## src/rtl/core_pkg.sv

```systemverilog
// Shared RV32I core definitions: opcodes, the canonical NOP and the hazard unit state type.
package core_pkg;

    localparam logic [6:0] OP_R      = 7'b0110011;
    localparam logic [6:0] OP_IMM    = 7'b0010011;
    localparam logic [6:0] OP_LOAD   = 7'b0000011;
    localparam logic [6:0] OP_STORE  = 7'b0100011;
    localparam logic [6:0] OP_BRANCH = 7'b1100011;
    localparam logic [6:0] OP_JAL    = 7'b1101111;
    localparam logic [6:0] OP_JALR   = 7'b1100111;
    localparam logic [6:0] OP_LUI    = 7'b0110111;
    localparam logic [6:0] OP_AUIPC  = 7'b0010111;

    // addi x0, x0, 0
    localparam logic [31:0] NOP_INST = 32'h00000013;

    typedef enum logic {
        RUN   = 1'b0,
        STALL = 1'b1
    } hd_state_t;

endpackage

```

## src/rtl/hazard_detect_unit_if.sv

```systemverilog
// Pipeline-side view of the hazard detection unit: ID/EX observations in, stall/flush controls out.
interface hazard_detect_unit_if;

    logic [31:0] id_inst_i;
    logic        ex_memRead_i;
    logic [4:0]  ex_rd_i;
    logic        ex_branch_taken_i;

    logic        pcWrite_o;
    logic        ifidWrite_o;
    logic        ifidFlush_o;
    logic        Flush_HD_o;

    modport master (
        output id_inst_i,
        output ex_memRead_i,
        output ex_rd_i,
        output ex_branch_taken_i,
        input  pcWrite_o,
        input  ifidWrite_o,
        input  ifidFlush_o,
        input  Flush_HD_o
    );

    modport slave (
        input  id_inst_i,
        input  ex_memRead_i,
        input  ex_rd_i,
        input  ex_branch_taken_i,
        output pcWrite_o,
        output ifidWrite_o,
        output ifidFlush_o,
        output Flush_HD_o
    );

endinterface

```

## src/rtl/hazard_detect_unit_operand_use.sv

```systemverilog
// Decodes which source register fields an RV32I opcode actually reads.
module hd_operand_use
    import core_pkg::*;
(
    input  logic [6:0] opcode,
    output logic       use_rs1,
    output logic       use_rs2
);

    // lui, auipc, jal and any unrecognised opcode read no registers.
    always_comb begin
        use_rs1 = 1'b0;
        use_rs2 = 1'b0;
        case (opcode)
            OP_R, OP_STORE, OP_BRANCH: begin
                use_rs1 = 1'b1;
                use_rs2 = 1'b1;
            end
            OP_IMM, OP_LOAD, OP_JALR: begin
                use_rs1 = 1'b1;
            end
            default: begin
                use_rs1 = 1'b0;
                use_rs2 = 1'b0;
            end
        endcase
    end

endmodule

```

## src/rtl/hazard_detect_unit.sv

```systemverilog
// Load-use hazard and taken-branch control for the 5-stage core, with saturating
// stall/flush event counters. Controls are combinational so they settle before the negedge capture.
module hazard_detect_unit
    import core_pkg::*;
#(
    parameter int LOAD_STALL = 1,
    parameter int CNT_W      = 16
) (
    input  logic                clk,
    input  logic                rst,
    hazard_detect_unit_if.slave hd,
    output logic [CNT_W-1:0]    stall_cnt_o,
    output logic [CNT_W-1:0]    flush_cnt_o
);

    localparam logic [2:0] REM_INIT = 3'(LOAD_STALL - 1);

    hd_state_t        state;
    hd_state_t        state_next;
    logic [2:0]       rem;
    logic [2:0]       rem_next;
    logic [CNT_W-1:0] stall_cnt;
    logic [CNT_W-1:0] flush_cnt;

    logic       use_rs1;
    logic       use_rs2;
    logic [4:0] rs1;
    logic [4:0] rs2;
    logic       hazard;
    logic       stall_evt;
    logic       flush_evt;
    logic       pc_write;
    logic       ifid_write;
    logic       ifid_flush;
    logic       flush_hd;
    logic       unused_inst_bits;

    hd_operand_use u_operand_use (
        .opcode  (hd.id_inst_i[6:0]),
        .use_rs1 (use_rs1),
        .use_rs2 (use_rs2)
    );

    assign rs1              = hd.id_inst_i[19:15];
    assign rs2              = hd.id_inst_i[24:20];
    assign unused_inst_bits = ^{hd.id_inst_i[31:25], hd.id_inst_i[14:7]};

    // x0 is hardwired, so a load targeting it is never a real dependency.
    assign hazard = hd.ex_memRead_i && (hd.ex_rd_i != 5'd0) &&
                    ((use_rs1 && (rs1 == hd.ex_rd_i)) ||
                     (use_rs2 && (rs2 == hd.ex_rd_i)));

    always_comb begin
        pc_write   = 1'b1;
        ifid_write = 1'b1;
        ifid_flush = 1'b0;
        flush_hd   = 1'b0;
        stall_evt  = 1'b0;
        flush_evt  = 1'b0;
        state_next = state;
        rem_next   = rem;

        if (!rst) begin
            state_next = RUN;
            rem_next   = 3'd0;
        end else if (hd.ex_branch_taken_i) begin
            // A redirect squashes everything younger, including a pending stall.
            ifid_flush = 1'b1;
            flush_hd   = 1'b1;
            flush_evt  = 1'b1;
            state_next = RUN;
            rem_next   = 3'd0;
        end else if (state == RUN && hazard) begin
            pc_write   = 1'b0;
            ifid_write = 1'b0;
            flush_hd   = 1'b1;
            stall_evt  = 1'b1;
            if (LOAD_STALL > 1) begin
                state_next = STALL;
                rem_next   = REM_INIT;
            end
        end else if (state == STALL) begin
            pc_write   = 1'b0;
            ifid_write = 1'b0;
            flush_hd   = 1'b1;
            stall_evt  = 1'b1;
            rem_next   = (rem == 3'd0) ? 3'd0 : rem - 3'd1;
            if (rem <= 3'd1) begin
                state_next = RUN;
            end
        end
    end

    always_ff @(posedge clk) begin
        if (!rst) begin
            state     <= RUN;
            rem       <= 3'd0;
            stall_cnt <= '0;
            flush_cnt <= '0;
        end else begin
            state <= state_next;
            rem   <= rem_next;
            if (stall_evt && (stall_cnt != {CNT_W{1'b1}})) begin
                stall_cnt <= stall_cnt + CNT_W'(1);
            end
            if (flush_evt && (flush_cnt != {CNT_W{1'b1}})) begin
                flush_cnt <= flush_cnt + CNT_W'(1);
            end
        end
    end

    assign hd.pcWrite_o   = pc_write;
    assign hd.ifidWrite_o = ifid_write;
    assign hd.ifidFlush_o = ifid_flush;
    assign hd.Flush_HD_o  = flush_hd;
    assign stall_cnt_o    = stall_cnt;
    assign flush_cnt_o    = flush_cnt;

endmodule

```

## src/flat_wrapper.sv

```systemverilog
// flat-port wrapper written by rule: the top's interface ports become plain ports
module hazard_detect_unit_flat import core_pkg::*;
#(
    parameter int LOAD_STALL = 1,
    parameter int CNT_W      = 16
)
  (clk, rst, stall_cnt_o, flush_cnt_o, hd_id_inst_i, hd_ex_memRead_i, hd_ex_rd_i, hd_ex_branch_taken_i, hd_pcWrite_o, hd_ifidWrite_o, hd_ifidFlush_o, hd_Flush_HD_o);
  hazard_detect_unit_if hd_i ();
  input  logic clk;
  input  logic rst;
  output logic [CNT_W-1:0] stall_cnt_o;
  output logic [CNT_W-1:0] flush_cnt_o;
  input wire logic [$bits(hd_i.id_inst_i)-1:0] hd_id_inst_i;
  input wire logic [$bits(hd_i.ex_memRead_i)-1:0] hd_ex_memRead_i;
  input wire logic [$bits(hd_i.ex_rd_i)-1:0] hd_ex_rd_i;
  input wire logic [$bits(hd_i.ex_branch_taken_i)-1:0] hd_ex_branch_taken_i;
  output wire logic [$bits(hd_i.pcWrite_o)-1:0] hd_pcWrite_o;
  output wire logic [$bits(hd_i.ifidWrite_o)-1:0] hd_ifidWrite_o;
  output wire logic [$bits(hd_i.ifidFlush_o)-1:0] hd_ifidFlush_o;
  output wire logic [$bits(hd_i.Flush_HD_o)-1:0] hd_Flush_HD_o;
  assign hd_i.id_inst_i = hd_id_inst_i;
  assign hd_i.ex_memRead_i = hd_ex_memRead_i;
  assign hd_i.ex_rd_i = hd_ex_rd_i;
  assign hd_i.ex_branch_taken_i = hd_ex_branch_taken_i;
  assign hd_pcWrite_o = hd_i.pcWrite_o;
  assign hd_ifidWrite_o = hd_i.ifidWrite_o;
  assign hd_ifidFlush_o = hd_i.ifidFlush_o;
  assign hd_Flush_HD_o = hd_i.Flush_HD_o;
  hazard_detect_unit #(.LOAD_STALL(LOAD_STALL), .CNT_W(CNT_W)) u_core (.clk(clk), .rst(rst), .hd(hd_i), .stall_cnt_o(stall_cnt_o), .flush_cnt_o(flush_cnt_o));
endmodule
```

## config.mk

```make
export PLATFORM = sky130hd
export DESIGN_NAME = hazard_detect_unit_flat
export DESIGN_NICKNAME = d
export VERILOG_FILES = /design/src/rtl/core_pkg.sv /design/src/rtl/hazard_detect_unit_if.sv /design/src/rtl/hazard_detect_unit_operand_use.sv /design/src/rtl/hazard_detect_unit.sv /design/src/flat_wrapper.sv
export SDC_FILE = /design/constraint.sdc
export NUM_CORES = 1
export LEC_CHECK = 0
export BUFFER_PORTS_ARGS = -buffer_cell sky130_fd_sc_hd__buf_2
export CORE_UTILIZATION = 48
export CTS_CLUSTER_SIZE = 40
export DETAILED_ROUTE_END_ITERATION = 16
export MAX_ROUTING_LAYER = met4
export PLACE_DENSITY = 0.79
export SKIP_LAST_GASP = 1
export SLEW_MARGIN = 20
export SYNTH_ARGS = -nofsm -noshare
export SYNTH_HDL_FRONTEND = slang
export SYNTH_SLANG_ARGS = --single-unit
```

## constraint.sdc

```tcl
create_clock -name clk -period 2.5 [get_ports clk]
set_clock_uncertainty 0.05 [all_clocks]
set_input_delay 0.125 -clock clk [delete_from_list [all_inputs] [get_ports clk]]
set_output_delay 0.125 -clock clk [all_outputs]
set_load 0.01 [all_outputs]
```

==> results_dict.tcl <==
set metrics [dict create \
    hold_viol_final 0 \
    seqPwrFrac 0.473 \
    p_switching_uw 261 \
    slowest_delay_ns 0.50 \
    drc 0 \
    tritoncts "done" \
    fp.dieH_um 65.8 \
    grt_pass1_wl_mm 6.96 \
    syn_area_per_cell_um2 8.32 \
    maxSlewHeadroom 0.618 \
    synthToLayoutAreaGrowth_pct 23.9 \
    vdd_drop_max_mv 0.433 \
    regArea_um2 721 \
    yosys.area.top_type "dfxtp_1" \
    status "complete, no violations" \
    maxCapViolCount 0 \
    async_flop_share 0 \
    path_cells "ha_1, and3_1, a21oi_1, nand4_1, nand3_1, o21ai_0" \
    io_buffer_count 61 \
    drt-initial-drc-count 73 \
    n_antenna_cell 0 \
    finalSetupViolCount 0 \
    rows 22 \
    cts_sinks 36 \
    tns_ns 0 \
    cts_buffers 5 \
    gp_congestion 0.771 \
    tightest_slew_ns 0.573 \
    ys_types 45 \
    cp_data_arrival_time_ns 2.14 \
    swShare 0.213 \
    cp-end-kind "flop" \
    hold_path_class "primary input to flop" \
    drive_gt1_frac 0.264 \
    ios 77 \
    ant_nets 0 \
    synth_edf_count 0 \
    cts_setup_buffers 0 \
    hold_slack_ns 0.141 \
    clockBufferDepth 2 \
    intPower_uw 967 \
    required_ns 2.63 \
    first_pass_iters 6 \
    dieWidth_um 65.8 \
    start_util 0.518 \
    crit_family "compound AO/OA/AOI/OAI gates" \
    syn_area_um2 1950 \
    grt_start_max_net_pins 21 \
    root_buffer "clkbuf_8" \
    setup_slack_ns 0.488 \
    vias 1844 \
    grt_antenna_before_repair 0 \
    synth_ff_type "dfxtp_1" \
    place_inst 339 \
    yosys-top-cells-count "dfxtp_1, nand2_1, nor2_1" \
    place_ws_ns 0.517 \
    combPwrFrac 0.067 \
    fin_nets 343 \
    yosysMostFrequentCell "dfxtp_1" \
    final_min_period_over_clock_period 0.805 \
    critical_path.slowest_cell "a21oi_1" \
    netlist.area_leader.share 0.369 \
    cp_max_fo 7 \
    crit_type "flop to flop" \
    ys_seq_elements 36 \
    viasPerCell 5.31 \
    rsz0062_at_grt "false" \
    ctsResizeCount 0 \
    coreArea_um2 3770 \
    post-route-util 0.642 \
    ys_warn_count 0 \
    fillCellCount 326 \
    power.share.clock 0.460 \
    die_area_um2 4330 \
    grt_pass1_vias 1633 \
    wl_mm 4.06 \
    syn_nets 280 \
    grt_usage 0.211 \
    max_clock_freq_mhz 497 \
    crit_buf_inv 0 \
    period_minus_slack_ns 2.01 \
    clk-insertion-delay-late_ns 0.29 \
    htree_levels 2 \
    synth_area_leaders "dfxtp_1, xnor2_1, mux2i_1" \
    synthCells 235 \
    multi_input_area_um2 1150 \
    wl_per_cell_um 11.7 \
    post-dp-hpwl_mm 3.01 \
    cts.clk_slew.worst_paths_ns 0.08 \
    grt_overflow 0 \
    powerDensity_nw_per_um2 507 \
    holdBufCountCts 0 \
    cp-start-kind "flop" \
    drv_slew 0 \
    fin_cells 347 \
    p_leak_nw 0.997 \
    yosysSeqAreaShare 0.369 \
]
## sequential cells by signal, summed over array words and instances (netlist names)
register / cells
u_core.flush_cnt_o: 16
u_core.stall_cnt_o: 16
u_core.rem: 3
u_core.state: 1
## kinds of logic after synthesis
kind of cell | Yosys count | share of synthesized area
XOR/XNOR | 19 | 0.0851
flip-flops | 36 | 0.369
AND/OR/NAND/NOR | 116 | 0.304
adder cells (fa/ha/maj) | 4 | 0.0256
multiplexers | 11 | 0.0563
buffers and inverters | 18 | 0.0429
AO/OA/AOI/OAI | 31 | 0.117
## per-stage QoR
stage / total power [mW] / area (um2)
finish: 1.23 / 2420
global route: 1.26 / 2420
CTS: 1.23 / 2420
detailed placement: 0.676 / 2290
global placement: 0.675 / 2290
floorplan: 0.636 / 1950
## power groups by stage
stage | logic, mW | clock network, mW | registers (mW)
floorplan | 0.0425 | 0 | 0.594
global placement | 0.0814 | 0 | 0.594
detailed placement | 0.0823 | 0 | 0.593
CTS | 0.0828 | 0.570 | 0.580
global route | 0.0919 | 0.587 | 0.581
finish | 0.0823 | 0.565 | 0.581
## placed cells by master (no fill, tap or decap), drive strengths merged, types with 3 or more instances in the layout
cell and n:
a21oi 10, nand2 25, ha 4, mux2i 11, nand3 22, nand2b 6, nor2 23, o41ai 3
clkbuf 7, xnor2 14, or2 3, nor4 5, inv 11, o21ai 8, xor2 5, nand4 8
nor3 7, dfxtp 36, nand4b 3, buf 63, and3 4
## worst paths after layout
kind / slack (ns) / cells after the start / end / from
setup reg to reg: 0.49 / 6 / u_core.flush_cnt_o[3]$_SDFFE_PN0P_ / u_core.flush_cnt_o[0]$_SDFFE_PN0P_
setup / recovery: 0.49 / 6 / u_core.flush_cnt_o[3]$_SDFFE_PN0P_ / u_core.flush_cnt_o[0]$_SDFFE_PN0P_
hold reg to reg: 0.43 / 2 / u_core.stall_cnt_o[9]$_SDFFE_PN0P_ / u_core.stall_cnt_o[9]$_SDFFE_PN0P_
hold / removal: 0.14 / 3 / u_core.stall_cnt_o[9]$_SDFFE_PN0P_ / rst
## layout make-up
type                    count  share of cell area
repair buffers             63               0.132
clock inverters             1              0.0124
inverters                  11              0.0181
well taps                  48              0.0248
multi-input cells         181               0.475
flip-flops and latches     36               0.298
clock buffers               7              0.0398
## worst min-delay path, delay by kind of cell
| kind | cells | cell delay (ns) |
|---|---|---|
| buf+inv | 1 | 0.18 |
| simple gates | 1 | 0.09 |
| mux | 1 | 0.05 |
## metal layers
| metal | track usage | part of all wire | routed length (um) |
|---|---|---|---|
| met5 | - | 0 | 0 |
| met4 | 0.0734 | 0.016 | 63 |
| met3 | 0.0431 | 0.035 | 141 |
| met2 | 0.349 | 0.47 | 1930 |
| met1 | 0.254 | 0.48 | 1930 |
(Power assumes the default switching activity.)
